==> src/rtl/mem_port_arbiter_if.sv <==
// mem_port_arbiter_if: fetch, data and memory-bus signals of the port arbiter.
// The slave modport is the arbiter's view; master is the surrounding system.
interface mem_port_arbiter_if;
    logic        fReq;
    logic [31:0] fAddr;
    logic        fDone;
    logic [31:0] fRData;
    logic        dReq;
    logic [31:0] dAddr;
    logic [1:0]  dWidth;
    logic [31:0] dWData;
    logic        dIsStore;
    logic        dIsLoad;
    logic        dIsLoadUnsigned;
    logic        dDone;
    logic [31:0] dRData;
    logic        dMisaligned;
    logic        memReq;
    logic [31:0] memAddr;
    logic        memWe;
    logic [3:0]  memBe;
    logic [31:0] memWData;
    logic        memGrant;
    logic        memRValid;
    logic [31:0] memRData;
    modport slave (
        input  fReq, fAddr, dReq, dAddr, dWidth, dWData, dIsStore, dIsLoad, dIsLoadUnsigned,
               memGrant, memRValid, memRData,
        output fDone, fRData, dDone, dRData, dMisaligned, memReq, memAddr, memWe, memBe, memWData
    );
    modport master (
        output fReq, fAddr, dReq, dAddr, dWidth, dWData, dIsStore, dIsLoad, dIsLoadUnsigned,
               memGrant, memRValid, memRData,
        input  fDone, fRData, dDone, dRData, dMisaligned, memReq, memAddr, memWe, memBe, memWData
    );
endinterface

==> src/rtl/mem_port_arbiter.sv <==
// mem_port_arbiter: shares one single-port memory bus between instruction fetch and load/store,
// one outstanding transaction at a time, with byte-lane encoding and load extension.
module mem_port_arbiter #(
    parameter int STARVE_LIMIT = 4,
    parameter int CNT_W = 3
) (
    input logic clk,
    input logic rst,
    mem_port_arbiter_if.slave ports
);
    typedef enum logic [1:0] {IDLE, REQ, RESP, DONE_D} stateT;
    stateT state;
    logic ownerFetch;
    logic [CNT_W-1:0] starveCnt;
    logic [1:0] off;
    logic fetchWins, dActive, dMis;
    logic [3:0] beBase;
    logic [31:0] wLanes, shifted, loadExt;
    always_comb begin
        off = ports.dAddr[1:0];
        fetchWins = ports.fReq && (!ports.dReq || starveCnt == CNT_W'(STARVE_LIMIT));
        dActive = (ports.dIsLoad || ports.dIsStore) && ports.dWidth != 2'd0;
        dMis = (ports.dWidth == 2'd2 && off[0]) || (ports.dWidth == 2'd3 && off != 2'd0);
        beBase = ports.dWidth == 2'd1 ? 4'b0001 : ports.dWidth == 2'd2 ? 4'b0011 : 4'b1111;
        wLanes = ports.dWidth == 2'd1 ? {4{ports.dWData[7:0]}}
               : ports.dWidth == 2'd2 ? {2{ports.dWData[15:0]}} : ports.dWData;
        shifted = ports.memRData >> {off, 3'b000};
        loadExt = ports.dWidth == 2'd1 ? {{24{shifted[7] & ~ports.dIsLoadUnsigned}}, shifted[7:0]}
                : ports.dWidth == 2'd2 ? {{16{shifted[15] & ~ports.dIsLoadUnsigned}}, shifted[15:0]}
                : ports.memRData;
    end
    // Requesters hold their fields until done, so completion reads them straight from the ports.
    always_ff @(posedge clk or posedge rst) begin
        if (rst) begin
            state <= IDLE;
            ownerFetch <= 1'b0;
            starveCnt <= '0;
            ports.fDone <= 1'b0;
            ports.fRData <= '0;
            ports.dDone <= 1'b0;
            ports.dRData <= '0;
            ports.dMisaligned <= 1'b0;
            ports.memReq <= 1'b0;
            ports.memAddr <= '0;
            ports.memWe <= 1'b0;
            ports.memBe <= '0;
            ports.memWData <= '0;
        end else begin
            ports.fDone <= 1'b0;
            ports.dDone <= 1'b0;
            if (!ports.fReq) starveCnt <= '0;
            case (state)
                IDLE: if (fetchWins) begin
                    ownerFetch <= 1'b1;
                    starveCnt <= '0;
                    ports.memReq <= 1'b1;
                    ports.memAddr <= {ports.fAddr[31:2], 2'b00};
                    ports.memWe <= 1'b0;
                    ports.memBe <= 4'b1111;
                    ports.memWData <= '0;
                    state <= REQ;
                end else if (ports.dReq) begin
                    ownerFetch <= 1'b0;
                    if (ports.fReq) starveCnt <= starveCnt + 1'b1;
                    if (!dActive || dMis) state <= DONE_D;
                    else begin
                        ports.memReq <= 1'b1;
                        ports.memAddr <= {ports.dAddr[31:2], 2'b00};
                        ports.memWe <= ports.dIsStore;
                        ports.memBe <= ports.dIsStore ? beBase << off : 4'b1111;
                        ports.memWData <= ports.dIsStore ? wLanes : '0;
                        state <= REQ;
                    end
                end
                REQ: if (ports.memGrant) begin
                    ports.memReq <= 1'b0;
                    state <= RESP;
                end
                RESP: if (ports.memRValid) begin
                    state <= IDLE;
                    if (ownerFetch) begin
                        ports.fDone <= 1'b1;
                        ports.fRData <= ports.memRData;
                    end else begin
                        ports.dDone <= 1'b1;
                        ports.dMisaligned <= 1'b0;
                        ports.dRData <= ports.dIsStore ? '0 : loadExt;
                    end
                end
                default: begin
                    ports.dDone <= 1'b1;
                    ports.dMisaligned <= dActive && dMis;
                    ports.dRData <= '0;
                    state <= IDLE;
                end
            endcase
        end
    end
endmodule
==> src/flat_wrapper.sv <==
// flat-port wrapper written by rule: the top's interface ports become plain ports
module mem_port_arbiter_flat 
#(
    parameter int STARVE_LIMIT = 4,
    parameter int CNT_W = 3
)
  (clk, rst, ports_fReq, ports_fAddr, ports_dReq, ports_dAddr, ports_dWidth, ports_dWData, ports_dIsStore, ports_dIsLoad, ports_dIsLoadUnsigned, ports_memGrant, ports_memRValid, ports_memRData, ports_fDone, ports_fRData, ports_dDone, ports_dRData, ports_dMisaligned, ports_memReq, ports_memAddr, ports_memWe, ports_memBe, ports_memWData);
  mem_port_arbiter_if ports_i ();
  input logic clk;
  input logic rst;
  input wire logic [$bits(ports_i.fReq)-1:0] ports_fReq;
  input wire logic [$bits(ports_i.fAddr)-1:0] ports_fAddr;
  input wire logic [$bits(ports_i.dReq)-1:0] ports_dReq;
  input wire logic [$bits(ports_i.dAddr)-1:0] ports_dAddr;
  input wire logic [$bits(ports_i.dWidth)-1:0] ports_dWidth;
  input wire logic [$bits(ports_i.dWData)-1:0] ports_dWData;
  input wire logic [$bits(ports_i.dIsStore)-1:0] ports_dIsStore;
  input wire logic [$bits(ports_i.dIsLoad)-1:0] ports_dIsLoad;
  input wire logic [$bits(ports_i.dIsLoadUnsigned)-1:0] ports_dIsLoadUnsigned;
  input wire logic [$bits(ports_i.memGrant)-1:0] ports_memGrant;
  input wire logic [$bits(ports_i.memRValid)-1:0] ports_memRValid;
  input wire logic [$bits(ports_i.memRData)-1:0] ports_memRData;
  output wire logic [$bits(ports_i.fDone)-1:0] ports_fDone;
  output wire logic [$bits(ports_i.fRData)-1:0] ports_fRData;
  output wire logic [$bits(ports_i.dDone)-1:0] ports_dDone;
  output wire logic [$bits(ports_i.dRData)-1:0] ports_dRData;
  output wire logic [$bits(ports_i.dMisaligned)-1:0] ports_dMisaligned;
  output wire logic [$bits(ports_i.memReq)-1:0] ports_memReq;
  output wire logic [$bits(ports_i.memAddr)-1:0] ports_memAddr;
  output wire logic [$bits(ports_i.memWe)-1:0] ports_memWe;
  output wire logic [$bits(ports_i.memBe)-1:0] ports_memBe;
  output wire logic [$bits(ports_i.memWData)-1:0] ports_memWData;
  assign ports_i.fReq = ports_fReq;
  assign ports_i.fAddr = ports_fAddr;
  assign ports_i.dReq = ports_dReq;
  assign ports_i.dAddr = ports_dAddr;
  assign ports_i.dWidth = ports_dWidth;
  assign ports_i.dWData = ports_dWData;
  assign ports_i.dIsStore = ports_dIsStore;
  assign ports_i.dIsLoad = ports_dIsLoad;
  assign ports_i.dIsLoadUnsigned = ports_dIsLoadUnsigned;
  assign ports_i.memGrant = ports_memGrant;
  assign ports_i.memRValid = ports_memRValid;
  assign ports_i.memRData = ports_memRData;
  assign ports_fDone = ports_i.fDone;
  assign ports_fRData = ports_i.fRData;
  assign ports_dDone = ports_i.dDone;
  assign ports_dRData = ports_i.dRData;
  assign ports_dMisaligned = ports_i.dMisaligned;
  assign ports_memReq = ports_i.memReq;
  assign ports_memAddr = ports_i.memAddr;
  assign ports_memWe = ports_i.memWe;
  assign ports_memBe = ports_i.memBe;
  assign ports_memWData = ports_i.memWData;
  mem_port_arbiter #(.STARVE_LIMIT(STARVE_LIMIT), .CNT_W(CNT_W)) u_core (.clk(clk), .rst(rst), .ports(ports_i));
endmodule
==> config.mk <==
export PLATFORM = sky130hd
export DESIGN_NAME = mem_port_arbiter_flat
export DESIGN_NICKNAME = d
export VERILOG_FILES = /design/src/rtl/mem_port_arbiter_if.sv /design/src/rtl/mem_port_arbiter.sv /design/src/flat_wrapper.sv
export SDC_FILE = /design/constraint.sdc
export NUM_CORES = 1
export LEC_CHECK = 0
export CAP_MARGIN = 10
export CORE_MARGIN = 1
export CORE_UTILIZATION = 48
export CTS_CLUSTER_DIAMETER = 100
export DETAILED_ROUTE_END_ITERATION = 6
export HOLD_SLACK_MARGIN = 0.02
export MAX_ROUTING_LAYER = met4
export PLACE_DENSITY = 0.85
export SKIP_LAST_GASP = 1
export SLEW_MARGIN = 0
export SYNTH_ARGS = -nofsm -noshare
export SYNTH_HDL_FRONTEND = slang
export SYNTH_SLANG_ARGS = --single-unit
==> constraint.sdc <==
create_clock -name clk -period 15.27 [get_ports clk]
set_input_delay 4.581 -clock clk [delete_from_list [all_inputs] [get_ports clk]]
set_output_delay 4.581 -clock clk [all_outputs]
set_load 0.1 [all_outputs]
==> flow_summary.yaml, run 1 <==
worst_setup_path:
  type_of_the_setup_path_with_the_least_slack: "in -> reg"
  cp_cell_sequence: "clkdlybuf4s50_1 -> and2_4 -> o32ai_4 -> and2_2 -> mux2_2"
  worst_path_max_delay_cell: "sky130_fd_sc_hd__and2_2"
  r2r_slack_ps: 12850
  start_kind: "input port"
  worst-endpoint-arrival_ps: 7460
  crit_end_category: "flip-flop"
  cp_data_required_time_ps: 15580
  critPathMaxFanout: 34
  max_stage_delay_ps: 910
floorplanning:
  chipWidth_um: 123
  num_rows: 43
  fp.coreArea_um2: 14000
  floorplan.io_pins: 276
  design.die.area_um2: 15100
  die_height_um: 123
  initial_cell_density_of_the_core_pct: 49.8
timing:
  fin_crit_sh_pct: 46.9
  worst_slew_pin_slew_ps: 1070
  setup-violations-final: 0
  final_hold_viol_count: 0
  rsz0062_at_grt: "no"
  finalClockSkew_ps: 10.8
  timing.max_slew.rel_slack_pct: 28.6
  timing_max_transition_violations_final: 0
  finalSetupTns_ps: 0
  min_period_ps: 7150
  max_freq_ghz: 0.140
synth:
  yosys_most_used_dff: "sky130_fd_sc_hd__dfrtp_1"
  synth_enable_flop_cells: 0
  postSynthRegisterBits: 141
  synth_top_area_share_pct: 50.5
  synth_sequential_area_ratio_pct: 50.5
  post_synth.cell_area_avg_um2: 12.5
  postSynth.asyncResetShare_pct: 100
  post_synth_instance_area_um2: 6990
  ys_types: 53
  synth.cells.most_frequent: "141 x sky130_fd_sc_hd__dfrtp_1, 66 x sky130_fd_sc_hd__mux2_2, 54 x sky130_fd_sc_hd__nand2_1, 38 x sky130_fd_sc_hd__o21ai_0, 33 x sky130_fd_sc_hd__a22o_1"
  synth.yosys.warnings: 0
  synthDominantAreaCellType: "sky130_fd_sc_hd__dfrtp_1"
  yosys-top-cells-area: "sky130_fd_sc_hd__dfrtp_1 50%, sky130_fd_sc_hd__mux2_2 11%, sky130_fd_sc_hd__mux2_4 5.6%"
  synth.most_common_cell: "sky130_fd_sc_hd__dfrtp_1"
  synthCells: 559
clock_tree:
  htreeDepth: 4
  clk_root_buffer_cell: "sky130_fd_sc_hd__clkbuf_16"
  postCtsHoldBufs: 0
  cts_setup_buffers: 0
  worst_skew_pair.late_latency_ps: 430
  worst_setup_hold_path_clk_slew_ps: 60
  cts_inserted_buffers: 17
  clock-sinks: 141
  clk_path_buf_depth: 2
  cts.repair.resized: 0
  tritoncts: "built"
grt:
  grt_pass1_vias: 5759
  grt_first_pass_wirelength_um: 31500
  grt_remaining_overflow: 0
  groute.usage.overall_pct: 29.0
  initial_antenna_violation_count: 0
  grt_max_degree: 84
drt:
  initial_detailed_routing_violation_count: 411
  residual_drc: 0
  viasPerCell: 5.67
  drt_wl_total_um: 20700
  first_pass_iters: 5
  total_via_count_in_the_routed_design: 5724
  wire_per_inst_um: 20.5
  drt.antenna.violating_nets: 0
status:
  status: "completed"
placement:
  globalplace.congestion: 0.871
  post_place_instance_area_um2: 9690
  dp_hpwl_um: 14800
  io_buffers: 271
  dpl.cell_count: 977
layout:
  drive_above_1_share_pct: 18.3
  final-instance-count-excl-fill: 1010
  antenna_diode_instance_count: 0
  stdcell_area_um2: 10300
  flow.area_growth_from_synthesis_pct: 47.6
  layout_nets: 962
hold_path:
  worstHoldPathType: "reg -> reg"
run:
  cap_viol_max_count: 0
path summary, 6_finish.rpt:
kind / from / cells past startpoint / end
max: ports_dAddr[1] / 5 / u_core.ports.memAddr[27]$_DFFE_PP0P_
min: u_core.ports.fRData[5]$_DFFE_PP0P_ / 2 / u_core.ports.fRData[5]$_DFFE_PP0P_
max reg2reg: u_core.starveCnt[0]$_DFF_PP0_ / 6 / u_core.ports.memAddr[27]$_DFFE_PP0P_
min reg2reg: u_core.ports.fRData[5]$_DFFE_PP0P_ / 2 / u_core.ports.fRData[5]$_DFFE_PP0P_
max in group asynchronous: rst / 3 / u_core.ports.memBe[2]$_DFFE_PP0P_
min in group asynchronous: rst / 2 / u_core.ports.fRData[2]$_DFFE_PP0P_
through the flow:
stage / hold slack [ps] / util, % / worst slack, ps
detailed placement: 465 / 69.0 / 7710
finish: 479 / 73.5 / 8120
global route: 501 / 73.5 / 8000
global placement: 461 / 69.0 / 7760
floorplan: 484 / - / 6910
CTS: 479 / 73.4 / 8160
flip-flops by register name (all words and copies together) (netlist names):
| signal | cells |
|---|---|
| u_core.state | 2 |
| u_core.starveCnt | 3 |
| u_core.ports.memReq | 1 |
| u_core.ports.dDone | 1 |
| u_core.ports.memBe | 4 |
| u_core.ownerFetch | 1 |
| u_core.ports.memWe | 1 |
| u_core.ports.dRData | 32 |
| u_core.ports.fRData | 32 |
| u_core.ports.memAddr | 30 |
| u_core.ports.memWData | 32 |
| u_core.ports.fDone | 1 |
| u_core.ports.dMisaligned | 1 |
critical path: cells and delay by family:
| family | cells | cell delay [ps] |
|---|---|---|
| buffers and inverters | 1 | 840 |
| AO/OA/AOI/OAI | 1 | 320 |
| AND/OR/NAND/NOR | 2 | 1270 |
| multiplexers | 1 | 420 |
layer usage:
| metal | wire length, µm | GRT usage [%] | vias up | share of wire, % |
|---|---|---|---|---|
| met5 | 0 | - | - | 0 |
| met4 | 487 | 11.7 | 0 | 2.3 |
| met3 | 1320 | 7.62 | 36 | 6.4 |
| met2 | 10400 | 45.1 | 232 | 50 |
| li1 | - | - | 2568 | - |
| met1 | 8580 | 36.1 | 2888 | 41 |
layout by cell type, fill, tap and decap left out, drive strengths merged, types with 3 or more instances in the layout:
cell,Yosys,routed
clkdlybuf4s50,0,271
buf,32,9
nor3,9,9
clkbuf,10,24
dfrtp,141,141
a22o,33,33
clkinvlp,0,3
nand2b,7,7
nand2,54,54
a21oi,5,5
a221o,15,15
bufinv,0,3
a22oi,7,7
mux2i,27,27
nor3b,3,3
o22a,3,3
inv,7,8
mux2,93,93
nor2b,5,5
ha,6,6
o21ai,50,50
nor2,10,10
o2bb2ai,17,17
area by class of cell:
type / count / area, µm²
fillers: 948 / 3730
flip-flops and latches: 141 / 3530
multi-input cells: 369 / 3120
repair buffers: 280 / 2780
clock buffers: 24 / 492
well taps: 180 / 225
clock inverters: 8 / 130
inverters: 8 / 35.0
kinds of logic after synthesis:
family / Yosys count / share of synthesized area (%)
AOI/OAI and AO/OA: 141 / 16.0
buffers and inverters: 50 / 4.96
muxes: 120 / 20.2
and+or+nand+nor: 100 / 7.16
other: 1 / 0.0536
adders and majority gates: 6 / 1.07
DFF: 141 / 50.5
Power of run 1 is left out: the tool's default activity adds up to more than one toggle a clock period on the data nets, which glitch-free logic cannot reach.
==> inputs of run 2 (changes only) <==
CORE_UTILIZATION = 40   (was 48)
PLACE_DENSITY = 0.76   (was 0.85)
clock period = 6 ns   (was 15.27 ns; I/O delays follow)
==> run 2 against run 1 <==
Effect of this change:
- non-clock buffer count up 3
- count of clock-buffer cells in the layout fell by 5
- global-route usage down 4.4 points
- sequential share of layout area fell by 0.099 points
- first-iteration DRC count decreased by 24%
- design area grew 0.29%
- via count is 0.47% lower
- hold slack got worse by 4.5 ps
- critical path depth rose by 3
- setup slack worse by 6400 ps
- clock skew decreased by 3.4 ps
- highest routed layer unchanged
==> flow_summary.yaml, run 2 (synthesis results as in run 1) <==
status:
  status: "completed"
timing:
  rsz0062_at_grt: "no"
  worst_slew_pin_slew_ps: 1050
  finalClockSkew_ps: 7.46
  setup-violations-final: 0
  timing_max_transition_violations_final: 0
  min_period_ps: 4250
  finalSetupTns_ps: 0
  final_hold_viol_count: 0
  timing.max_slew.rel_slack_pct: 30.0
  max_freq_ghz: 0.235
  fin_crit_sh_pct: 70.8
  finalHoldWorstSlack_ps: 475
worst_setup_path:
  type_of_the_setup_path_with_the_least_slack: "in -> reg"
  r2r_cells: 7
  critical-path-top-delay-family: "buffers and inverters"
  worst_path_max_delay_cell: "sky130_fd_sc_hd__clkdlybuf4s50_1"
  critical_path.reg2reg.startpoint: "u_core.starveCnt[0]$_DFF_PP0_"
  worst-endpoint-arrival_ps: 4540
  startpoint: "ports_dWidth[0]"
  critPathMaxFanout: 19
  cp_cell_sequence: "clkdlybuf4s50_1 -> inv_1 -> ha_1 -> o21a_1 -> o32ai_4 -> and2_2 -> buf_4 -> mux2_4"
  start_kind: "input port"
  rr_endpoint: "u_core.ports.memAddr[25]$_DFFE_PP0P_"
  cp_num_buf_inv: 3
  max_stage_delay_ps: 570
  cp_data_required_time_ps: 6290
  crit_end_category: "flip-flop"
  r2r_slack_ps: 3600
clock_tree:
  clock-sinks: 141
  clk_root_buffer_cell: "sky130_fd_sc_hd__clkbuf_16"
  worst_skew_pair.late_latency_ps: 420
  cts.repair.resized: 0
  worst_setup_hold_path_clk_slew_ps: 60
  htreeDepth: 4
  postCtsHoldBufs: 0
  cts_setup_buffers: 0
  cts_inserted_buffers: 17
  clk_path_buf_depth: 2
  tritoncts: "built"
drt:
  drt_wl_total_um: 21100
  wire_per_inst_um: 20.1
  residual_drc: 0
  drt.antenna.violating_nets: 0
  first_pass_iters: 5
  initial_detailed_routing_violation_count: 313
  viasPerCell: 5.41
  total_via_count_in_the_routed_design: 5697
grt:
  initial_antenna_violation_count: 0
  grt_first_pass_wirelength_um: 32900
  grt_pass1_vias: 5984
  grt_max_degree: 73
  groute.usage.overall_pct: 24.6
  grt_remaining_overflow: 0
layout:
  layout_nets: 965
  reg.largest.list: "u_core.ports.dRData: 32 flops, u_core.ports.fRData: 32 flops, u_core.ports.memWData: 32 flops"
  n_fill_cell: 1299
  drive_above_1_share_pct: 19.0
  antenna_diode_instance_count: 0
  final-instance-count-excl-fill: 1053
  flow.area_growth_from_synthesis_pct: 48.0
  mostFrequentLayoutCells: "271 x sky130_fd_sc_hd__clkdlybuf4s50_1, 141 x sky130_fd_sc_hd__dfrtp_1, 66 x sky130_fd_sc_hd__mux2_2, 54 x sky130_fd_sc_hd__nand2_1, 38 x sky130_fd_sc_hd__o21ai_0"
  layout_commonest_cell: "sky130_fd_sc_hd__clkdlybuf4s50_1"
floorplanning:
  chipWidth_um: 134
  num_rows: 47
  die_height_um: 134
  initial_cell_density_of_the_core_pct: 41.6
  design.die.area_um2: 18000
  floorplan.io_pins: 276
  fp.coreArea_um2: 16800
run:
  cap_viol_max_count: 0
hold_path:
  min_delay_path_depth: 2
  min-delay-start: "u_core.ports.fRData[0]$_DFFE_PP0P_"
  worstHoldEndpoint: "u_core.ports.fRData[0]$_DFFE_PP0P_"
  worstHoldPathType: "reg -> reg"
placement:
  io_buffers: 271
  dpl.cell_count: 1021
  globalplace.congestion: 0.845
  dp_hpwl_um: 15500
## run 2: cell types whose count changed in the layout (fill, tap and decap cells not counted)
| cell | change |
|---|---|
| sky130_fd_sc_hd__buf_4 | +3 |
| sky130_fd_sc_hd__clkinv_2 | +3 |
| sky130_fd_sc_hd__ha_2 | +1 |
| sky130_fd_sc_hd__clkbuf_8 | -4 |
| sky130_fd_sc_hd__clkbuf_1 | -1 |
| sky130_fd_sc_hd__inv_6 | +1 |
| sky130_fd_sc_hd__nor2_1 | -1 |
| sky130_fd_sc_hd__nor2_2 | +1 |
| sky130_fd_sc_hd__bufinv_16 | -1 |
| sky130_fd_sc_hd__clkinv_4 | +2 |
| sky130_fd_sc_hd__ha_1 | -1 |
## run 2: worst max path at each step
stage / end / cells after the start
CTS: u_core.ports.memAddr[5]$_DFFE_PP0P_ / 8
finish: u_core.ports.memAddr[25]$_DFFE_PP0P_ / 8
floorplan: u_core.ownerFetch$_DFFE_PP0P_ / 1
detailed placement: u_core.ports.memAddr[25]$_DFFE_PP0P_ / 8
global placement: u_core.ports.memAddr[24]$_DFFE_PP0P_ / 8
global route: u_core.ports.memAddr[25]$_DFFE_PP0P_ / 8
## run 2: per-layer routing
layer	wire [µm]	up-vias	global-route usage (%)
met5	0	-	-
met4	501	0	8.55
met3	1350	38	5.48
met2	10400	264	39.3
met1	8930	2818	30.9
li1	-	2577	-
## run 2: final cells by class
cell class,instances,area [µm²],area share [%]
Timing Repair Buffer,283,2800,27.1
Clock buffer,19,433,4.18
Sequential cell,141,3530,34.1
Inverter,8,35.0,0.339
Clock inverter,13,141,1.37
Tap cell,220,275,2.66
Multi-Input combinational cell,369,3130,30.2
## run 2: worst register-to-register path, cell delays in order, from the launching register on
cell                       delay [ps]
sky130_fd_sc_hd__dfrtp_1          400
sky130_fd_sc_hd__inv_1            100
sky130_fd_sc_hd__ha_1             230
sky130_fd_sc_hd__a21boi_4          90
sky130_fd_sc_hd__o32ai_4          170
sky130_fd_sc_hd__and2_2           510
sky130_fd_sc_hd__buf_4            430
sky130_fd_sc_hd__mux2_4           350
## run 2: stage by stage
stage	worst slack [ps]	instance area, µm²	utilization, %
detailed placement	1360	9770	58.1
floorplan	419	6990	-
CTS	1780	10300	61.5
global placement	1420	9770	58.1
finish	1750	10300	61.5
global route	1670	10300	61.5
Power of run 2 is left out for the same reason.
